===== config.mk =====
export PLATFORM = sky130hd
export DESIGN_NAME = pc_interrupt_sequencer_flat
export DESIGN_NICKNAME = d
export VERILOG_FILES = /design/src/rtl/pc_interrupt_sequencer_if.sv /design/src/rtl/pc_interrupt_sequencer.sv /design/src/flat_wrapper.sv
export SDC_FILE = /design/constraint.sdc
export NUM_CORES = 1
export LEC_CHECK = 0
export CORE_ASPECT_RATIO = 1.5
export CORE_MARGIN = 5
export CORE_UTILIZATION = 47
export CTS_CLUSTER_DIAMETER = 30
export DETAILED_ROUTE_END_ITERATION = 10
export GPL_TIMING_DRIVEN = 1
export MAX_ROUTING_LAYER = met4
export PLACE_DENSITY_LB_ADDON = 0.1
export SLEW_MARGIN = 30
export SYNTH_ARGS = -nofsm -noshare
export SYNTH_HDL_FRONTEND = slang
export SYNTH_SLANG_ARGS = --single-unit

===== constraint.sdc =====
create_clock -name clk -period 2.65 [get_ports clk]
set_input_delay 0.795 -clock clk [delete_from_list [all_inputs] [get_ports clk]]
set_output_delay 0.795 -clock clk [all_outputs]
set_load 0.01 [all_outputs]

===== src/rtl/pc_interrupt_sequencer_if.sv =====
// Shared data-memory port between the PC/interrupt sequencer and memory.
// Read data is valid the cycle after mem_rd.
interface pc_interrupt_sequencer_if #(
  parameter int DATA_W = 16
);
  logic              mem_rd;
  logic              mem_wr;
  logic [DATA_W-1:0] mem_addr;
  logic [DATA_W-1:0] mem_wdata;
  logic [DATA_W-1:0] mem_rdata;

  modport master (
    output mem_rd, mem_wr, mem_addr, mem_wdata,
    input  mem_rdata
  );

  modport slave (
    input  mem_rd, mem_wr, mem_addr, mem_wdata,
    output mem_rdata
  );
endinterface


===== src/rtl/pc_interrupt_sequencer.sv =====
// PC generator with reset-vector load and multi-cycle interrupt
// push / RTI pop sequencing over the shared data-memory port.
module pc_interrupt_sequencer #(
  parameter int          DATA_W   = 16,
  parameter int          PC_W     = 32,
  parameter int          NUM_IRQ  = 2,
  parameter int unsigned VEC_BASE = 0,
  parameter int unsigned SP_RESET = (1 << DATA_W) - 1,
  parameter int unsigned PC_INC   = 1
) (
  input  logic               clk,
  input  logic               reset,
  input  logic [NUM_IRQ-1:0] irq,
  input  logic               stall,
  input  logic               branch_taken,
  input  logic [PC_W-1:0]    branch_target,
  input  logic               rti,
  input  logic [3:0]         ccr_in,
  output logic [PC_W-1:0]    pc,
  output logic               fetch_en,
  output logic               flush,
  output logic [NUM_IRQ-1:0] int_ack,
  output logic [3:0]         ccr_out,
  output logic               ccr_load,
  output logic               busy,
  pc_interrupt_sequencer_if.master mem
);
  localparam int IW = (NUM_IRQ > 1) ? $clog2(NUM_IRQ) : 1;

  typedef enum logic [3:0] {
    RST_HI, RST_LO, VEC_CAP, RUN,
    PUSH_F, PUSH_H, PUSH_L, VEC_HI, VEC_LO,
    POP_LO, POP_HI, POP_F, POP_CAP
  } state_e;

  state_e             state_q;
  logic [PC_W-1:0]    pc_q;
  logic [PC_W-1:0]    ret_pc_q;
  logic [DATA_W-1:0]  sp_q;
  logic               in_isr_q;
  logic [IW-1:0]      irq_idx_q;
  logic [NUM_IRQ-1:0] int_ack_q;
  logic               flush_q;
  logic [3:0]         ccr_q;
  logic               ccr_load_q;

  logic [IW-1:0]      sel;
  logic [NUM_IRQ-1:0] sel_oh;
  logic [DATA_W-1:0]  vec_a;
  logic [PC_W-1:0]    pc_inc;

  // Scan downwards so the lowest set index wins.
  always_comb begin
    sel = '0;
    for (int i = NUM_IRQ - 1; i >= 0; i--) begin
      if (irq[i]) sel = IW'(i);
    end
    sel_oh = NUM_IRQ'(1) << sel;
  end

  assign vec_a = DATA_W'(VEC_BASE)
               + DATA_W'({irq_idx_q, 1'b0})
               + DATA_W'(2);
  assign pc_inc = pc_q + PC_W'(PC_INC);

  always_ff @(posedge clk) begin
    int_ack_q  <= '0;
    flush_q    <= 1'b0;
    ccr_load_q <= 1'b0;
    if (reset) begin
      state_q   <= RST_HI;
      pc_q      <= '0;
      ret_pc_q  <= '0;
      sp_q      <= DATA_W'(SP_RESET);
      in_isr_q  <= 1'b0;
      irq_idx_q <= '0;
      ccr_q     <= '0;
    end else begin
      unique case (state_q)
        RST_HI: state_q <= RST_LO;
        RST_LO: begin
          pc_q[PC_W-1:DATA_W] <= mem.mem_rdata;
          state_q <= VEC_CAP;
        end
        VEC_CAP: begin
          pc_q[DATA_W-1:0] <= mem.mem_rdata;
          state_q <= RUN;
        end
        RUN: begin
          if (rti) begin
            state_q <= POP_LO;
          end else if (stall) begin
            pc_q <= pc_q;
          end else if (|irq && !in_isr_q) begin
            int_ack_q <= sel_oh;
            flush_q   <= 1'b1;
            in_isr_q  <= 1'b1;
            irq_idx_q <= sel;
            ret_pc_q  <= branch_taken ? branch_target : pc_inc;
            state_q   <= PUSH_F;
          end else if (branch_taken) begin
            pc_q <= branch_target;
          end else begin
            pc_q <= pc_inc;
          end
        end
        PUSH_F: begin
          sp_q <= sp_q - 1'b1;
          state_q <= PUSH_H;
        end
        PUSH_H: begin
          sp_q <= sp_q - 1'b1;
          state_q <= PUSH_L;
        end
        PUSH_L: begin
          sp_q <= sp_q - 1'b1;
          state_q <= VEC_HI;
        end
        VEC_HI: state_q <= VEC_LO;
        VEC_LO: begin
          pc_q[PC_W-1:DATA_W] <= mem.mem_rdata;
          state_q <= VEC_CAP;
        end
        POP_LO: state_q <= POP_HI;
        POP_HI: begin
          pc_q[DATA_W-1:0] <= mem.mem_rdata;
          state_q <= POP_F;
        end
        POP_F: begin
          pc_q[PC_W-1:DATA_W] <= mem.mem_rdata;
          state_q <= POP_CAP;
        end
        POP_CAP: begin
          ccr_q      <= mem.mem_rdata[3:0];
          ccr_load_q <= 1'b1;
          flush_q    <= 1'b1;
          sp_q       <= sp_q + DATA_W'(3);
          in_isr_q   <= 1'b0;
          state_q    <= RUN;
        end
        default: state_q <= RST_HI;
      endcase
    end
  end

  always_comb begin
    mem.mem_rd    = 1'b0;
    mem.mem_wr    = 1'b0;
    mem.mem_addr  = '0;
    mem.mem_wdata = '0;
    unique case (state_q)
      RST_HI: begin
        mem.mem_rd   = 1'b1;
        mem.mem_addr = DATA_W'(VEC_BASE);
      end
      RST_LO: begin
        mem.mem_rd   = 1'b1;
        mem.mem_addr = DATA_W'(VEC_BASE) + DATA_W'(1);
      end
      VEC_HI: begin
        mem.mem_rd   = 1'b1;
        mem.mem_addr = vec_a;
      end
      VEC_LO: begin
        mem.mem_rd   = 1'b1;
        mem.mem_addr = vec_a + DATA_W'(1);
      end
      PUSH_F: begin
        mem.mem_wr    = 1'b1;
        mem.mem_addr  = sp_q;
        mem.mem_wdata = {{(DATA_W-4){1'b0}}, ccr_in};
      end
      PUSH_H: begin
        mem.mem_wr    = 1'b1;
        mem.mem_addr  = sp_q;
        mem.mem_wdata = ret_pc_q[PC_W-1:DATA_W];
      end
      PUSH_L: begin
        mem.mem_wr    = 1'b1;
        mem.mem_addr  = sp_q;
        mem.mem_wdata = ret_pc_q[DATA_W-1:0];
      end
      POP_LO: begin
        mem.mem_rd   = 1'b1;
        mem.mem_addr = sp_q + DATA_W'(1);
      end
      POP_HI: begin
        mem.mem_rd   = 1'b1;
        mem.mem_addr = sp_q + DATA_W'(2);
      end
      POP_F: begin
        mem.mem_rd   = 1'b1;
        mem.mem_addr = sp_q + DATA_W'(3);
      end
      default: ;
    endcase
  end

  assign pc       = pc_q;
  assign fetch_en = (state_q == RUN) && !stall;
  assign flush    = flush_q;
  assign int_ack  = int_ack_q;
  assign ccr_out  = ccr_q;
  assign ccr_load = ccr_load_q;
  assign busy     = (state_q != RUN);
endmodule

===== src/flat_wrapper.sv =====
// flat-port wrapper written by rule: the top's interface ports become plain ports
module pc_interrupt_sequencer_flat 
#(
  parameter int          DATA_W   = 16,
  parameter int          PC_W     = 32,
  parameter int          NUM_IRQ  = 2,
  parameter int unsigned VEC_BASE = 0,
  parameter int unsigned SP_RESET = (1 << DATA_W) - 1,
  parameter int unsigned PC_INC   = 1
)
  (clk, reset, irq, stall, branch_taken, branch_target, rti, ccr_in, pc, fetch_en, flush, int_ack, ccr_out, ccr_load, busy, mem_mem_rd, mem_mem_wr, mem_mem_addr, mem_mem_wdata, mem_mem_rdata);
  pc_interrupt_sequencer_if #(.DATA_W(DATA_W)) mem_i ();
  input  logic clk;
  input  logic reset;
  input  logic [NUM_IRQ-1:0] irq;
  input  logic stall;
  input  logic branch_taken;
  input  logic [PC_W-1:0] branch_target;
  input  logic rti;
  input  logic [3:0] ccr_in;
  output logic [PC_W-1:0] pc;
  output logic fetch_en;
  output logic flush;
  output logic [NUM_IRQ-1:0] int_ack;
  output logic [3:0] ccr_out;
  output logic ccr_load;
  output logic busy;
  output wire logic [$bits(mem_i.mem_rd)-1:0] mem_mem_rd;
  output wire logic [$bits(mem_i.mem_wr)-1:0] mem_mem_wr;
  output wire logic [$bits(mem_i.mem_addr)-1:0] mem_mem_addr;
  output wire logic [$bits(mem_i.mem_wdata)-1:0] mem_mem_wdata;
  input wire logic [$bits(mem_i.mem_rdata)-1:0] mem_mem_rdata;
  assign mem_mem_rd = mem_i.mem_rd;
  assign mem_mem_wr = mem_i.mem_wr;
  assign mem_mem_addr = mem_i.mem_addr;
  assign mem_mem_wdata = mem_i.mem_wdata;
  assign mem_i.mem_rdata = mem_mem_rdata;
  pc_interrupt_sequencer #(.DATA_W(DATA_W), .PC_W(PC_W), .NUM_IRQ(NUM_IRQ), .VEC_BASE(VEC_BASE), .SP_RESET(SP_RESET), .PC_INC(PC_INC)) u_core (.clk(clk), .reset(reset), .irq(irq), .stall(stall), .branch_taken(branch_taken), .branch_target(branch_target), .rti(rti), .ccr_in(ccr_in), .pc(pc), .fetch_en(fetch_en), .flush(flush), .int_ack(int_ack), .ccr_out(ccr_out), .ccr_load(ccr_load), .busy(busy), .mem(mem_i));
endmodule

# Word level (Yosys, flattened, before mapping)
# Index checks and enable logic that the tools add are counted.
# op_classes
n_bitwise	4
reduce_logical	22
shift	1
n_mux	26
add_sub_neg	7
eq_ne	19
# op_table
cell	count
2-to-1 mux 32 bit	4
one-hot mux 16 bit (7 select lines)	1
one-hot mux 16 bit (2 select lines)	3
one-hot mux 16 bit (3 select lines)	1
one-hot mux 4 bit (11 select lines)	1
adder 16 x 1 -> 16 bit, second input constant	2
adder 16 x 2 -> 16 bit, second input constant	2
adder 32 x 1 -> 32 bit, second input constant	1
equality test 4 bit, second input constant	5
equality test 4 x 3 -> 1 bit, second input constant	4
AND reduction 4 bit	4
subtractor 16 x 1 -> 16 bit, second input constant	1
2-to-1 mux 4 bit	3
2-to-1 mux 1 bit	11
equality test 4 x 2 -> 1 bit, second input constant	2
nonzero test 2 bit	4
OR reduction 2 bit	4
OR reduction 7 bit	1
!= test 2 bit, second input constant	3
OR reduction 3 bit	2
OR reduction 5 bit	1
equality test 4 x 1 -> 1 bit, second input constant	1
logical NOT 4 bit	1
!= test 4 x 2 -> 1 bit, second input constant	1
10 further kinds	16
# totals
reg_bits	94
input_bits	59
elab_cells	90
output_inout_bits	76

# Longest topological paths before layout
# Gate-level depths: netlist of run 1.
# depth
depth_word	6
depth_mapped	9
ltp_nobuf	8

# Worst setup path before layout of run 1
# Ideal clock, no wire load.
# synth_timing
path_type	reg2out
startpoint	reg u_core.sp_q[0]
endpoint	out mem_mem_addr[12]
path_buffers	2
stages_incl_launch_ff	10
arrival_time_ps	1925
slack_ps	-70
required_ps	1855
cell_sequence	dfxtp_1 -> clkbuf_1 -> inv_1 -> ha_1 -> clkbuf_1 -> nor2_1 -> a21oi_1 -> o22ai_1 -> nand2_1 -> o31ai_1
# synth_between
elab_chain_len	2
word_cells_on_any_way	4
classes_between	3 x add/sub; 1 x mux
# synth_rtl
element	line_no	text
start: declaration	pc_interrupt_sequencer.sv:39	logic [DATA_W-1:0] sp_q;
start signal: assignment	pc_interrupt_sequencer.sv:74	sp_q <= DATA_W'(SP_RESET);
start signal: assignment	pc_interrupt_sequencer.sv:108	sp_q <= sp_q - 1'b1;
start signal: assignment	pc_interrupt_sequencer.sv:112	sp_q <= sp_q - 1'b1;
adder 16 x 2 -> 16 bit (tied with other cells)	pc_interrupt_sequencer.sv:193	mem.mem_addr = sp_q + DATA_W'(3);
one-hot mux 16 bit (7 select lines) (*)	pc_interrupt_sequencer.sv:151	unique case (state_q)
end: declaration	flat_wrapper.sv:30	output wire logic [$bits(mem_i.mem_addr)-1:0] mem_mem_addr;
# Mark *: on every way between the ends. The rest lies on a longest branch, timed or not.

# Worst setup path after layout of run 1
# layout_timing
startpoint	reg u_core.sp_q[2]
endpoint	out mem_mem_addr[12]
# Same word-level chain as after synthesis.

==> results of run 1 <==
==> cell usage after synthesis, drive strengths merged, types with 6 or more instances <==
master  count  area share [%]
a31oi      15             1.5
inv        17             1.0
nor4       12             1.2
nand3      31             2.6
o31ai      13             1.6
nand4      11             1.3
nor3       33             2.6
mux2i      13             2.1
o21ai      50             4.0
ha          7             1.4
and3       10             1.0
nand2     105             6.3
a22o       12             1.7
a21oi      80             6.4
xor2       22             3.1
o211ai     12             1.4
dfxtp      94              30
nor2      103             6.2
clkbuf     63             3.8
o21a        9             1.1
or3        12             1.3
a211oi     12             1.4
xnor2      19             2.7
nor3b       8            0.96
nand2b     29             2.9
or4         7            0.90
buf         6            0.44
==> cell families (layout without fill, tap and decap cells) <==
logic type	count (synthesis)	count (layout)	synth area share, %
mux	13	13	2.08
fa+ha+maj	7	7	1.40
xor+xnor	41	41	5.75
simple gates	380	380	29.6
buf+inv	86	366	5.27
compound gates	251	251	25.8
flops	94	94	30.1
==> stage by stage <==
step                area (sq um)  instances  TNS, ps
finish                      9860       1311    -1390
global route                9860       1311    -2560
CTS                         9610       1300    -2360
detailed placement          8820       1259    -6590
global placement            8820       1259    -5500
floorplan                   6250        872    -11.5
==> worst register-to-register path: stages, from the launching register on <==
cell and delay, ps:
dfxtp_1 440, and4_1 380, nand4_4 180, or4_4 580, or3_4 380, o41a_1 320, o32ai_1 100
==> per-layer routing <==
layer | GRT usage [%] | vias up | wire length (um)
li1 | - | 3709 | -
met4 | 24.0 | 0 | 2300
met1 | 32.3 | 3784 | 9100
met5 | - | - | 0
met3 | 5.50 | 152 | 1740
met2 | 64.1 | 456 | 14900
==> power groups by stage <==
stage	Combinational [mW]	Clock [mW]	Sequential, mW
floorplan	0.428	0	1.63
global placement	0.944	0	1.60
detailed placement	0.964	0	1.61
CTS	0.987	1.30	1.57
global route	1.11	1.36	1.59
finish	1.04	1.30	1.58
==> area by class of cell <==
type,instances,area [sq um]
repair buffers,333,2870
well taps,159,199
multi-input cells,692,4530
flip-flops and latches,94,1910
inverters,17,68.8
clock buffers,13,240
fillers,984,3160
clock inverters,3,45.0
==> worst max path at each step <==
stage,end,depth (start not counted),start,slack [ps]
global placement,mem_mem_addr[7],9,u_core.sp_q[2],-430
CTS,mem_mem_addr[11],9,u_core.state_q[2],-180
detailed placement,mem_mem_addr[7],9,u_core.sp_q[2],-470
floorplan,mem_mem_addr[12],9,u_core.sp_q[0],-6
global route,mem_mem_addr[10],8,u_core.sp_q[2],-260
finish,mem_mem_addr[12],9,u_core.sp_q[2],-170
==> layout by cell type (no fill, tap or decap), types with 11 or more instances in the layout <==
master             n
nor3_1            27
nand2b_1          26
mux2i_1           13
xor2_1            22
a21oi_1           75
nand2_1           99
nor4_1            11
a31oi_1           15
o211ai_1          12
buf_2             21
buf_4            173
a211oi_1          12
inv_1             14
clkdlybuf4s50_1   94
buf_6             18
xnor2_1           18
dfxtp_1           82
nand3_1           25
nor2_1            92
o21ai_0           37
==> timing repair <==
item | in CTS | in global routing
hold buffers | 0 | 0
endpoints found under the hold margin | 0 | 0
pin swaps | 30 | 25
setup buffers | 26 | 12
resized for setup | 189 | 82
setup endpoints to repair | 36 | 36
==> sequential cells by signal, summed over array words and instances (netlist names) <==
register	flops
u_core.state_q	4
u_core.pc	32
u_core.ccr_out	4
u_core.ret_pc_q	32
u_core.sp_q	16
u_core.ccr_load	1
u_core.irq_idx_q	1
u_core.in_isr_q	1
u_core.flush	1
u_core.int_ack	2
==> metrics.txt, run 1 <==
status complete, but fails checks; failing checks setup timing; Arr. time, crit path 2020 ps; CP cell instances buf_6 -> nand4_1 -> buf_4 -> nor3b_2 -> a21oi_1 -> o22ai_1 -> nand2_1 -> o31ai_2 -> buf_2; initial antenna violation count 0; Reg-to-Reg Start u_core.pc[17]; fraction of registers with async set/reset 0%; CP peak stage delay 390 ps; post-DP HPWL 21.0 mm; Critical Path RT 1860 ps; H-tree Lvls 3; total chip power 3.92 mW; Worst Max-Slew Pin Slew 674 ps; Slew headroom 55.0%; core area 13,000 sq um; initial drt markers 596; RePlAce Congestion 1.05; max cap viols 0; Yosys reg bits 94; Residual DRC 0; Setup Skew 9.32 ps; Worst Reg2Reg Path Length in Cells 6; Die Height 151 um; Worst Hold Class register to register; reg2reg setup slack 170 ps; # setup viols final 14; CP max-delay cell dfxtp_4; logic gate share of total power 26.5%; hold_sp u_core.ret_pc_q[24]; Net Switching 1.19 mW; Area Overhead vs Synth 57.9%; critical path endpoint category output port; via count 8,101; Skew-Pair Late Insertion Delay 340 ps; max frequency 355 MHz; CTS Buffer Depth 2; I/O pin count 135; final worst-path setup slack -169 ps; FF-to-FF End u_core.pc[31]; mapped cell area 6240 sq um; all-layer global routing usage 34.5%; Critical Path Source Type register; Max FO, Critical Path 4; Post-Syn Nets 938; post-route ant nets 0; Root Buffer clkbuf_16; Clock Pin Slew Worst Setup and Hold Paths 70 ps; CTS tree yes; remaining global-route overflow 0; Syn Area/Cell 7.16 sq um; total CTS buffers 9; Cells after Synth 872; detailed-route wire length 28.0 mm; Min-Delay Path Depth 2; CP Buf/Inv Count 3; share of the core filled with cells 75.7%; first-pass GRT wire length 42.1 mm; Final Hold Fails 0; Sequential Power Share 40.3%; Hold Path Sink u_core.ret_pc_q[24]; worst setup path category register to output port; Final #Nets 1,213; Yosys cell types 63; final worst hold slack 457 ps; Port Buffers 134; sw frac 30.4%; VDD IR-drop max 0.324 mV; Top Family by Delay on Critical Path buffers and inverters; die area 15,700 sq um; synth warn 0; initial core utilization 48.0%; vias in the first global route 8,139; minimum clock period 2820 ps; clock share of power 33.3%; Leak Pwr 3.94 nW; vias per cell 6.18; EDFF count, synth 0; pre-CTS WS -468 ps; antenna fix cells 0; Tcrit/Tclk final 106%; first drt pass iteration count 5; Die Wd 104 um; internal power 2.73 mW; register area share after synthesis 30.1%; layout cells sized above 1 29.3%; largest net degree at the start of global routing 27; Num Clock Sinks 94; Slew Limit Fails 0; ys flop type dfxtp_1; Cell Rows 51; unrepaired setup endpoints after global routing true; Routed WL per cell 21.4 um; PD cells 397 nW/um^2
Note: power is estimated with default switching activity, not from simulation.
==> run 2, diff against run 1 <==
--- a/config.mk
+++ b/config.mk
@@ -5,12 +5,12 @@
 export SDC_FILE = /design/constraint.sdc
 export NUM_CORES = 1
 export LEC_CHECK = 0
-export CORE_ASPECT_RATIO = 1.5
 export CORE_MARGIN = 5
 export CORE_UTILIZATION = 47
 export CTS_CLUSTER_DIAMETER = 30
 export DETAILED_ROUTE_END_ITERATION = 10
 export GPL_TIMING_DRIVEN = 1
+export HOLD_SLACK_MARGIN = 0.02
 export MAX_ROUTING_LAYER = met4
 export PLACE_DENSITY_LB_ADDON = 0.1
 export SLEW_MARGIN = 30
==> run 2 against run 1 <==
  * The flow still finishes with violations (setup timing)
  * Sequential share of layout area is 0.051 points lower
  * Non-clock buffer count fell by 6
  * Highest routed layer unchanged
  * First-iteration DRC count grew 52%
  * Critical path type unchanged
  * Design area increased by 0.33%
  * Clock skew is 1.8 ps higher
==> metrics.txt, run 2 (synthesized netlist as in run 1, its figures left out) <==
core area 13,100 sq um; all-layer global routing usage 33.8%; Skew-Pair Late Insertion Delay 360 ps; detailed-route wire length 27.2 mm; via count 8,044; Top Layer Used met4; total CTS buffers 9; initial core utilization 47.5%; CTS tree yes; Die Wd 125 um; # setup viols final 21; Die Height 125 um; Slew Limit Fails 0; Worst Hold Class register to register; Final Hold Fails 0; remaining global-route overflow 0; FF+latch area 1920 sq um; unrepaired setup endpoints after global routing true; reg2reg setup slack 150 ps; antenna fix cells 0; Critical Path Source Type register; post-route cell area 9890 sq um; Reg-to-Reg Start u_core.pc[12]; Hold Path Sink u_core.ret_pc_q[13]; max cap viols 0; met3 WL post-DR 2.94 mm; Worst Max-Slew Pin Slew 734 ps; Fill cells 996; CP peak stage delay 400 ps; M1 WL 11.6 mm; Setup Skew 11.1 ps; CTS Buffer Depth 2; die area 15,700 sq um; VDD IR-drop max 0.328 mV; Worst Reg2Reg Path Length in Cells 7; Port Buffers 134; Arr. time, crit path 2070 ps; Area Overhead vs Synth 58.5%; area of the multi-input gates 4490 sq um; first drt pass iteration count 8; status complete, but fails checks; Non-Filler Instances 1,322; first-pass GRT wire length 41.7 mm; Tcrit/Tclk final 108%; Num Clock Sinks 94; Clock Pin Slew Worst Setup and Hold Paths 70 ps; FF-to-FF End u_core.ret_pc_q[24]; Leak Pwr 3.94 nW; failing checks setup timing; Slew headroom 51.0%; post-placement cell area 8710 sq um; commonest non-fill, non-tap cell in the layout buf_4; met2 wire length 11.8 mm; placed cells 1,256; minimum clock period 2870 ps; H-tree Lvls 3; vias per cell 6.08; Top cell by count, worst path o21ai_1; RePlAce Congestion 0.975; Routed WL per cell 20.6 um; CP cell instances buf_6 -> nand2_4 -> or3_4 -> a221o_1 -> o21ai_1 -> o21ai_1 -> buf_2; critical path endpoint category output port; Root Buffer clkbuf_16; layout cells sized above 1 29.1%; share of the core filled with cells 75.3%; CP max-delay cell dfxtp_4; largest net degree at the start of global routing 52; Cell Rows 42; Setup TNS -1950 ps; worst setup path category register to output port; I/O pin count 135; Critical Path RT 1860 ps; Residual DRC 0; max frequency 349 MHz; PD cells 401 nW/um^2; Max FO, Critical Path 4; hold_sp u_core.ret_pc_q[13]; most frequent cells in the layout 141 x buf_4, 99 x nand2_1, 93 x nor2_1, 93 x clkdlybuf4s50_1, 81 x dfxtp_1; Min-Delay Path Depth 2; final worst-path setup slack -217 ps; CTS Hold Bufs 0; post-DP HPWL 19.4 mm; vias in the first global route 7,766; initial drt markers 908; initial antenna violation count 0; Final #Nets 1,207; post-route ant nets 0
## run 2: cell count changes in the layout (fill, tap and decap cells not counted), sizes merged, moves of 2 or more
| cell | delta |
|---|---|
| clkinv | +2 |
| clkbuf | -8 |
| dlygate4sd2 | +2 |
| dlymetal6s2s | -2 |
| clkdlybuf4s15 | -4 |
| buf | +5 |
## run 2: cell type report
cell class / instances / share of cell area (%)
inverter: 17 / 0.670
sequential: 94 / 19.4
clock buffer: 11 / 2.35
timing repair buffer: 327 / 29.4
multi-input combinational: 692 / 45.4
tap: 176 / 2.23
clock inverter: 5 / 0.594
## run 2: worst max-delay path by stage
stage,start,end,slack (ps),cells past startpoint
2_1_floorplan,u_core.sp_q[0],mem_mem_addr[12],-6,9
3_3_place_gp,ccr_in[0],mem_mem_wdata[0],-420,6
3_5_place_dp,ccr_in[0],mem_mem_wdata[0],-430,6
4_1_cts,u_core.sp_q[1],mem_mem_addr[15],-250,8
5_1_grt,u_core.sp_q[2],mem_mem_addr[11],-270,8
6_report,u_core.sp_q[1],mem_mem_addr[14],-220,7
## run 2: what timing repair did
action | 4_1_cts | 5_1_grt
cloned | 1 | 1
endpoints found under the hold margin | 0 | 0
pin swaps | 40 | 41
resized for setup | 245 | 75
endpoints found under the setup margin | 36 | 32
buffers inserted | 40 | 12
## run 2: through the flow
step	setup slack (ps)	hold WS [ps]	power, mW
6_report	-217	461	3.97
5_1_grt	-268	484	4.12
4_1_cts	-250	460	3.92
3_5_place_dp	-429	450	2.57
3_3_place_gp	-420	440	2.55
2_1_floorplan	-6.29	432	2.06
## run 2: worst max-delay path, delay by kind of cell, from the launching register on
family                 cells  cell delay [ps]
flip-flops                 1              400
AND/OR/NAND/NOR            2              410
buffers and inverters      2              270
AO/OA/AOI/OAI              3              640
## run 2: metal layers
metal	up-vias	track usage, %
li1	3688	-
met1	3790	45.9
met2	482	49.5
met3	84	9.00
met4	0	10.1
met5	-	-
## run 2: report_power, final
group          internal [mW]  switching (mW)  total, mW
Combinational          0.520           0.533       1.05
Clock                  0.737           0.597       1.33
Sequential              1.48           0.101       1.58
